## src/rtl/pipe_ctrl_pkg.sv

```systemverilog
// Shared pipeline-control constants: CtrlBus width, stall masks, FSM states.
package pipe_ctrl_pkg;

    localparam int          CTRL_W      = 6;            // CtrlBus: {WB,MEM,EX,ID,IF,PC}
    localparam logic        STOP        = 1'b1;
    localparam logic        NOSTOP      = 1'b0;
    localparam logic        RST_ENABLE  = 1'b1;
    localparam logic [31:0] ZERO_WORD   = 32'h0000_0000;
    localparam logic [31:0] EXC_BASE_DEF = 32'h0000_0020;

    // Each mask stops the requesting stage and everything upstream of it.
    localparam logic [CTRL_W-1:0] STALL_NONE = 6'b000000;
    localparam logic [CTRL_W-1:0] STALL_IF   = 6'b000011;
    localparam logic [CTRL_W-1:0] STALL_ID   = 6'b000111;
    localparam logic [CTRL_W-1:0] STALL_EX   = 6'b001111;
    localparam logic [CTRL_W-1:0] STALL_MEM  = 6'b011111;

    typedef enum logic [0:0] {
        RUN      = 1'b0,
        WAIT_MEM = 1'b1
    } pc_state_t;

endpackage

```

## src/rtl/pipe_ctrl_sat.sv

```systemverilog
// Saturating up-counter with synchronous clear; holds at MAX.
module sat_counter #(
    parameter int           W   = 8,
    parameter logic [W-1:0] MAX = '1
) (
    input  logic         clk,
    input  logic         rst,
    input  logic         inc,
    input  logic         clr,
    output logic [W-1:0] cnt
);
    import pipe_ctrl_pkg::*;

    // Clear wins over increment; increment stops at MAX.
    always_ff @(posedge clk) begin
        if (rst == RST_ENABLE)
            cnt <= '0;
        else if (clr)
            cnt <= '0;
        else if (inc && cnt != MAX)
            cnt <= cnt + 1'b1;
    end

endmodule

```

## src/rtl/pipe_ctrl.sv

```systemverilog
// Pipeline control: stall priority encoder, exception/ERET flush sequencing
// (deferred while a MEM bus access is in flight), stall counter, watchdog.
module pipe_ctrl
    import pipe_ctrl_pkg::*;
#(
    parameter int                ADDR_W   = 32,
    parameter logic [ADDR_W-1:0] EXC_BASE = ADDR_W'(EXC_BASE_DEF),
    parameter int                TIMEOUT  = 1024,
    parameter int                CNT_W    = 32
) (
    input  logic              clk,
    input  logic              rst,
    input  logic              stallreq_if,
    input  logic              stallreq_id,
    input  logic              stallreq_ex,
    input  logic              stallreq_mem,
    input  logic              exc_req,
    input  logic              exc_eret,
    input  logic [ADDR_W-1:0] epc_i,
    output logic [CTRL_W-1:0] stall,
    output logic              flush,
    output logic [ADDR_W-1:0] new_pc,
    output logic [CNT_W-1:0]  stall_cycles,
    output logic              stall_timeout
);

    localparam int WD_W = $clog2(TIMEOUT + 1);

    pc_state_t         state;
    logic [CTRL_W-1:0] enc;
    logic [WD_W-1:0]   wd_cnt;

    // Highest-priority stall request wins (deepest stage first).
    always_comb begin
        enc = STALL_NONE;
        if (stallreq_mem)     enc = STALL_MEM;
        else if (stallreq_ex) enc = STALL_EX;
        else if (stallreq_id) enc = STALL_ID;
        else if (stallreq_if) enc = STALL_IF;
    end

    // Flush decision; a flush overrides every stall, reset blanks everything.
    always_comb begin
        flush = NOSTOP;
        stall = enc;
        if (rst == RST_ENABLE) begin
            stall = STALL_NONE;
        end else begin
            unique case (state)
                RUN:      flush = exc_req && !stallreq_mem;
                WAIT_MEM: flush = !stallreq_mem;
                default:  flush = 1'b0;
            endcase
            if (flush) stall = STALL_NONE;
        end
        new_pc = flush ? (exc_eret ? epc_i : EXC_BASE) : '0;
    end

    // Hold an exception back in WAIT_MEM until the data bus goes idle.
    always_ff @(posedge clk) begin
        if (rst == RST_ENABLE) begin
            state <= RUN;
        end else begin
            unique case (state)
                RUN:      if (exc_req && stallreq_mem) state <= WAIT_MEM;
                WAIT_MEM: if (!stallreq_mem)           state <= RUN;
                default:  state <= RUN;
            endcase
        end
    end

    sat_counter #(.W(CNT_W), .MAX('1)) u_stall_cnt (
        .clk (clk),
        .rst (rst),
        .inc (stall[0] == STOP),
        .clr (1'b0),
        .cnt (stall_cycles)
    );

    sat_counter #(.W(WD_W), .MAX(WD_W'(TIMEOUT))) u_wd_cnt (
        .clk (clk),
        .rst (rst),
        .inc (stall[0] == STOP),
        .clr (stall[0] == NOSTOP),
        .cnt (wd_cnt)
    );

    // Sticky watchdog flag: set on the edge that brings the run to TIMEOUT.
    always_ff @(posedge clk) begin
        if (rst == RST_ENABLE)
            stall_timeout <= 1'b0;
        else if (stall[0] == STOP && wd_cnt >= WD_W'(TIMEOUT - 1))
            stall_timeout <= 1'b1;
    end

endmodule

```

## config.mk

```make
export PLATFORM = sky130hd
export DESIGN_NAME = pipe_ctrl
export DESIGN_NICKNAME = d
export VERILOG_FILES = /design/src/rtl/pipe_ctrl_pkg.sv /design/src/rtl/pipe_ctrl_sat.sv /design/src/rtl/pipe_ctrl.sv
export SDC_FILE = /design/constraint.sdc
export NUM_CORES = 1
export LEC_CHECK = 0
export BUFFER_PORTS_ARGS = -buffer_cell sky130_fd_sc_hd__buf_4
export CORE_MARGIN = 2
export CORE_UTILIZATION = 49
export CTS_BUF_LIST = sky130_fd_sc_hd__clkbuf_8
export CTS_CLUSTER_SIZE = 14
export DETAILED_ROUTE_END_ITERATION = 16
export GPL_ROUTABILITY_DRIVEN = 0
export PLACE_DENSITY = 0.83
export SYNTH_ARGS = -nofsm -noshare
export SYNTH_HDL_FRONTEND = slang
export SYNTH_SLANG_ARGS = --single-unit
```

## constraint.sdc

```tcl
create_clock -name clk -period 2.22 [get_ports clk]
set_input_delay 0.222 -clock clk [delete_from_list [all_inputs] [get_ports clk]]
set_output_delay 0.222 -clock clk [all_outputs]
set_load 0.1 [all_outputs]
```

==> reports/qor.txt <==
Final Critical Period = 2.03 ns
CTS max path bufs = 2
Max Clk Rate = 0.493 GHz
Cells along the critical path = nand4_1 > or4_4 > o2111ai_1 > o21ai_0 > a21oi_1
Worst EP required = 2.45 ns
Slew Viols, Final = 0
Crit Path Category = flop to flop
Worst-Margin Slew = 0.505 ns
Pre-antenna DRT Iters = 4
Max layer used = met4
Reg-to-reg setup timing slack = 0.19 ns
First-pass GRT wire length = 10700 µm
Vias per inst = 5.64
RSZ-0062 raised after global routing = no
Design area = 3650 µm²
Max-cap violations = 0
Synthesized area = 2510 µm²
I/O Buffers = 110
Crit path capture = u_stall_cnt.cnt[31]$_SDFFE_PP0P_
Synth warn = 0
Row cnt = 26
Final worst-path cycle share = 91.5%
Fin. Hold Viols = 0
FF+latch count, synth = 45
Root buffer cell = clkbuf_8
Nets = 460
Cell variety after synth = 47
Async set-or-reset flop fraction in the synthesized netlist = 0%
Num CTS Buffers = 5
Slew HR = 65.5%
Share of layout cells above drive strength 1 = 43.8%
Vias = 2750
Metal-1 WL = 2850 µm
# resized after CTS = 0
Area Growth Syn to Fin = 45.6%
Core ar. = 5010 µm²
WL per Instance = 14.2 µm
Post-detail-place hpwl = 5370 µm
Crit-path leading delay family = compound AO/OA/AOI/OAI gates
Startpoint Class = flop
Power, Total = 1.91 mW
DR DRC count = 0
Die Wd = 75.6 µm
CP Capture Type = flop
CTS tree = done
Worst VDD drop = 0.423 mV
CTS Hold Bufs = 0
H-tree depth = 2
Full die area = 5710 µm²
Hold crit path type = input port to flop
Crit. path cell count = 5
Mean Syn Cell Area = 8.09 µm²
Syn nets = 353
Clk sink count = 45
Final wirelength = 6910 µm
Final ANT Viol Nets = 0
Routed met2 length = 3620 µm
Slowest CP cell = or4_4
Max stage delay on crit path = 0.63 ns
Initial antenna violation count = 0
Top FF cell, synth = dfxtp_1
Initial drt markers = 105
Layout Skew = 0.00935 ns
Post-synth EDFFs = 0
Cell count after synthesis = 310
Vias in the first global route = 2442
Initial Util = 50.1%
Commonest non-fill, non-tap cell in the layout = buf_4
Power Dens Cells = 522 nW/µm²
CP Launch Point = u_stall_cnt.cnt[19]$_SDFFE_PP0P_
Most frequent cells in the layout = buf_4, nor2_1, and3_1
Worst path bufs/invs = 0
Reg2reg path depth = 5
Clock latency at the later pin of the worst-skew pair = 0.30 ns
# diodes = 0
Critical Path Fanout Max = 6
R2r startpoint = u_stall_cnt.cnt[19]$_SDFFE_PP0P_
Place WS = 0.219 ns
Post-CTS Setup Bufs = 0
Status = completed
Final hold slack = 0.239 ns
# setup viols final = 0
Pin count of the biggest net entering global routing = 37
Worst path arrival time = 2.26 ns
Pleak = 1.58 nW
Clk pin slew, worst setup/hold paths = 0.09 ns
Grt total ovfl = 0
Die height = 75.6 µm
Final WS setup = 0.190 ns
Tot GR Track Use = 23.8%
Worst r2r dst = u_stall_cnt.cnt[31]$_SDFFE_PP0P_
Metal3 WL = 387 µm
Placed Area = 3510 µm²
Top Ports = 112
Fraction of the yosys area taken by sequential cells = 35.9%
## power breakdown
part / internal [mW] / switching [mW]
clock: 0.453 / 0.290
combinational: 0.106 / 0.251
sequential: 0.799 / 0.00918
total: 1.36 / 0.550
## cells in the mapped netlist, types with 2 or more instances
master | count | area [µm²]
ha_1 | 3 | 37.5
xnor2_1 | 9 | 78.8
o21ai_1 | 4 | 20.0
inv_1 | 8 | 30.0
o21ai_0 | 13 | 65.1
or3_1 | 17 | 106
nor2_1 | 31 | 116
nor3_1 | 3 | 15.0
o211ai_1 | 2 | 15.0
nand2_1 | 16 | 60.1
nand3_1 | 11 | 55.1
mux2_2 | 2 | 22.5
nand4_1 | 17 | 106
or2_2 | 4 | 25.0
buf_2 | 2 | 10.0
and2_1 | 4 | 25.0
buf_4 | 3 | 22.5
buf_1 | 2 | 7.51
clkbuf_1 | 11 | 41.3
o2111ai_1 | 2 | 17.5
a211oi_1 | 3 | 22.5
and4_1 | 8 | 70.1
a21oi_1 | 20 | 100
a2111oi_0 | 2 | 17.5
xor2_1 | 9 | 78.8
dfxtp_1 | 45 | 901
mux2i_1 | 2 | 20.0
and3_1 | 33 | 206
nor4_1 | 6 | 37.5
## per-layer routing
layer	track usage, %	vias to the layer above
li1	-	1346
met4	7.99	0
met5	0	-
met1	29.9	1307
met2	41.1	92
met3	4.50	5
## registers in the layout (all words and copies together) (netlist names)
name             cells
u_stall_cnt.cnt     32
u_wd_cnt.cnt        11
stall_timeout        1
state                1
## worst reg2reg max path, cell delays in order (launching register included)
cell	delay (ns)
dfxtp_4	0.37
nand4_1	0.16
or4_4	0.63
o2111ai_1	0.45
o21ai_0	0.19
a21oi_1	0.16
## worst min-delay path by stage
stage	start	end	slack, ns	cells past startpoint
after floorplan	stallreq_mem	state$_SDFF_PP0_	0.40	2
after global routing	stallreq_mem	state$_SDFF_PP0_	0.26	3
after detailed placement	u_stall_cnt.cnt[5]$_SDFFE_PP0P_	u_stall_cnt.cnt[5]$_SDFFE_PP0P_	0.48	1
after global placement	u_stall_cnt.cnt[15]$_SDFFE_PP0P_	u_stall_cnt.cnt[15]$_SDFFE_PP0P_	0.47	2
final	exc_req	state$_SDFF_PP0_	0.24	3
after CTS	exc_req	state$_SDFF_PP0_	0.23	3
## metrics by stage
step / util (%) / TNS, ns / cells
after floorplan: - / -0.0376 / 310
after global placement: 70.2 / 0 / 480
after detailed placement: 70.2 / 0 / 480
after CTS: 72.9 / 0 / 488
after global routing: 72.9 / 0 / 488
final: 72.9 / 0 / 488
## area by class of cell
class | count | area (µm²)
timing repair buffer | 119 | 906
clock buffer | 5 | 68.8
multi-input combinational | 237 | 1510
inverter | 9 | 33.8
tap | 70 | 87.6
clock inverter | 3 | 68.8
sequential | 45 | 976
fill | 417 | 1360
## logic make-up after synthesis
family                     Yosys count  synth area share (%)
AOI/OAI and AO/OA                   58                  15.5
buffers and inverters               28                  5.04
adders and majority gates            3                  1.50
and+or+nand+nor                    153                  34.0
other                                1                 0.149
DFF                                 45                  35.9
muxes                                4                  1.70
xor gates and xnor gates            18                  6.28
Note: power is estimated with default switching activity, not from simulation.
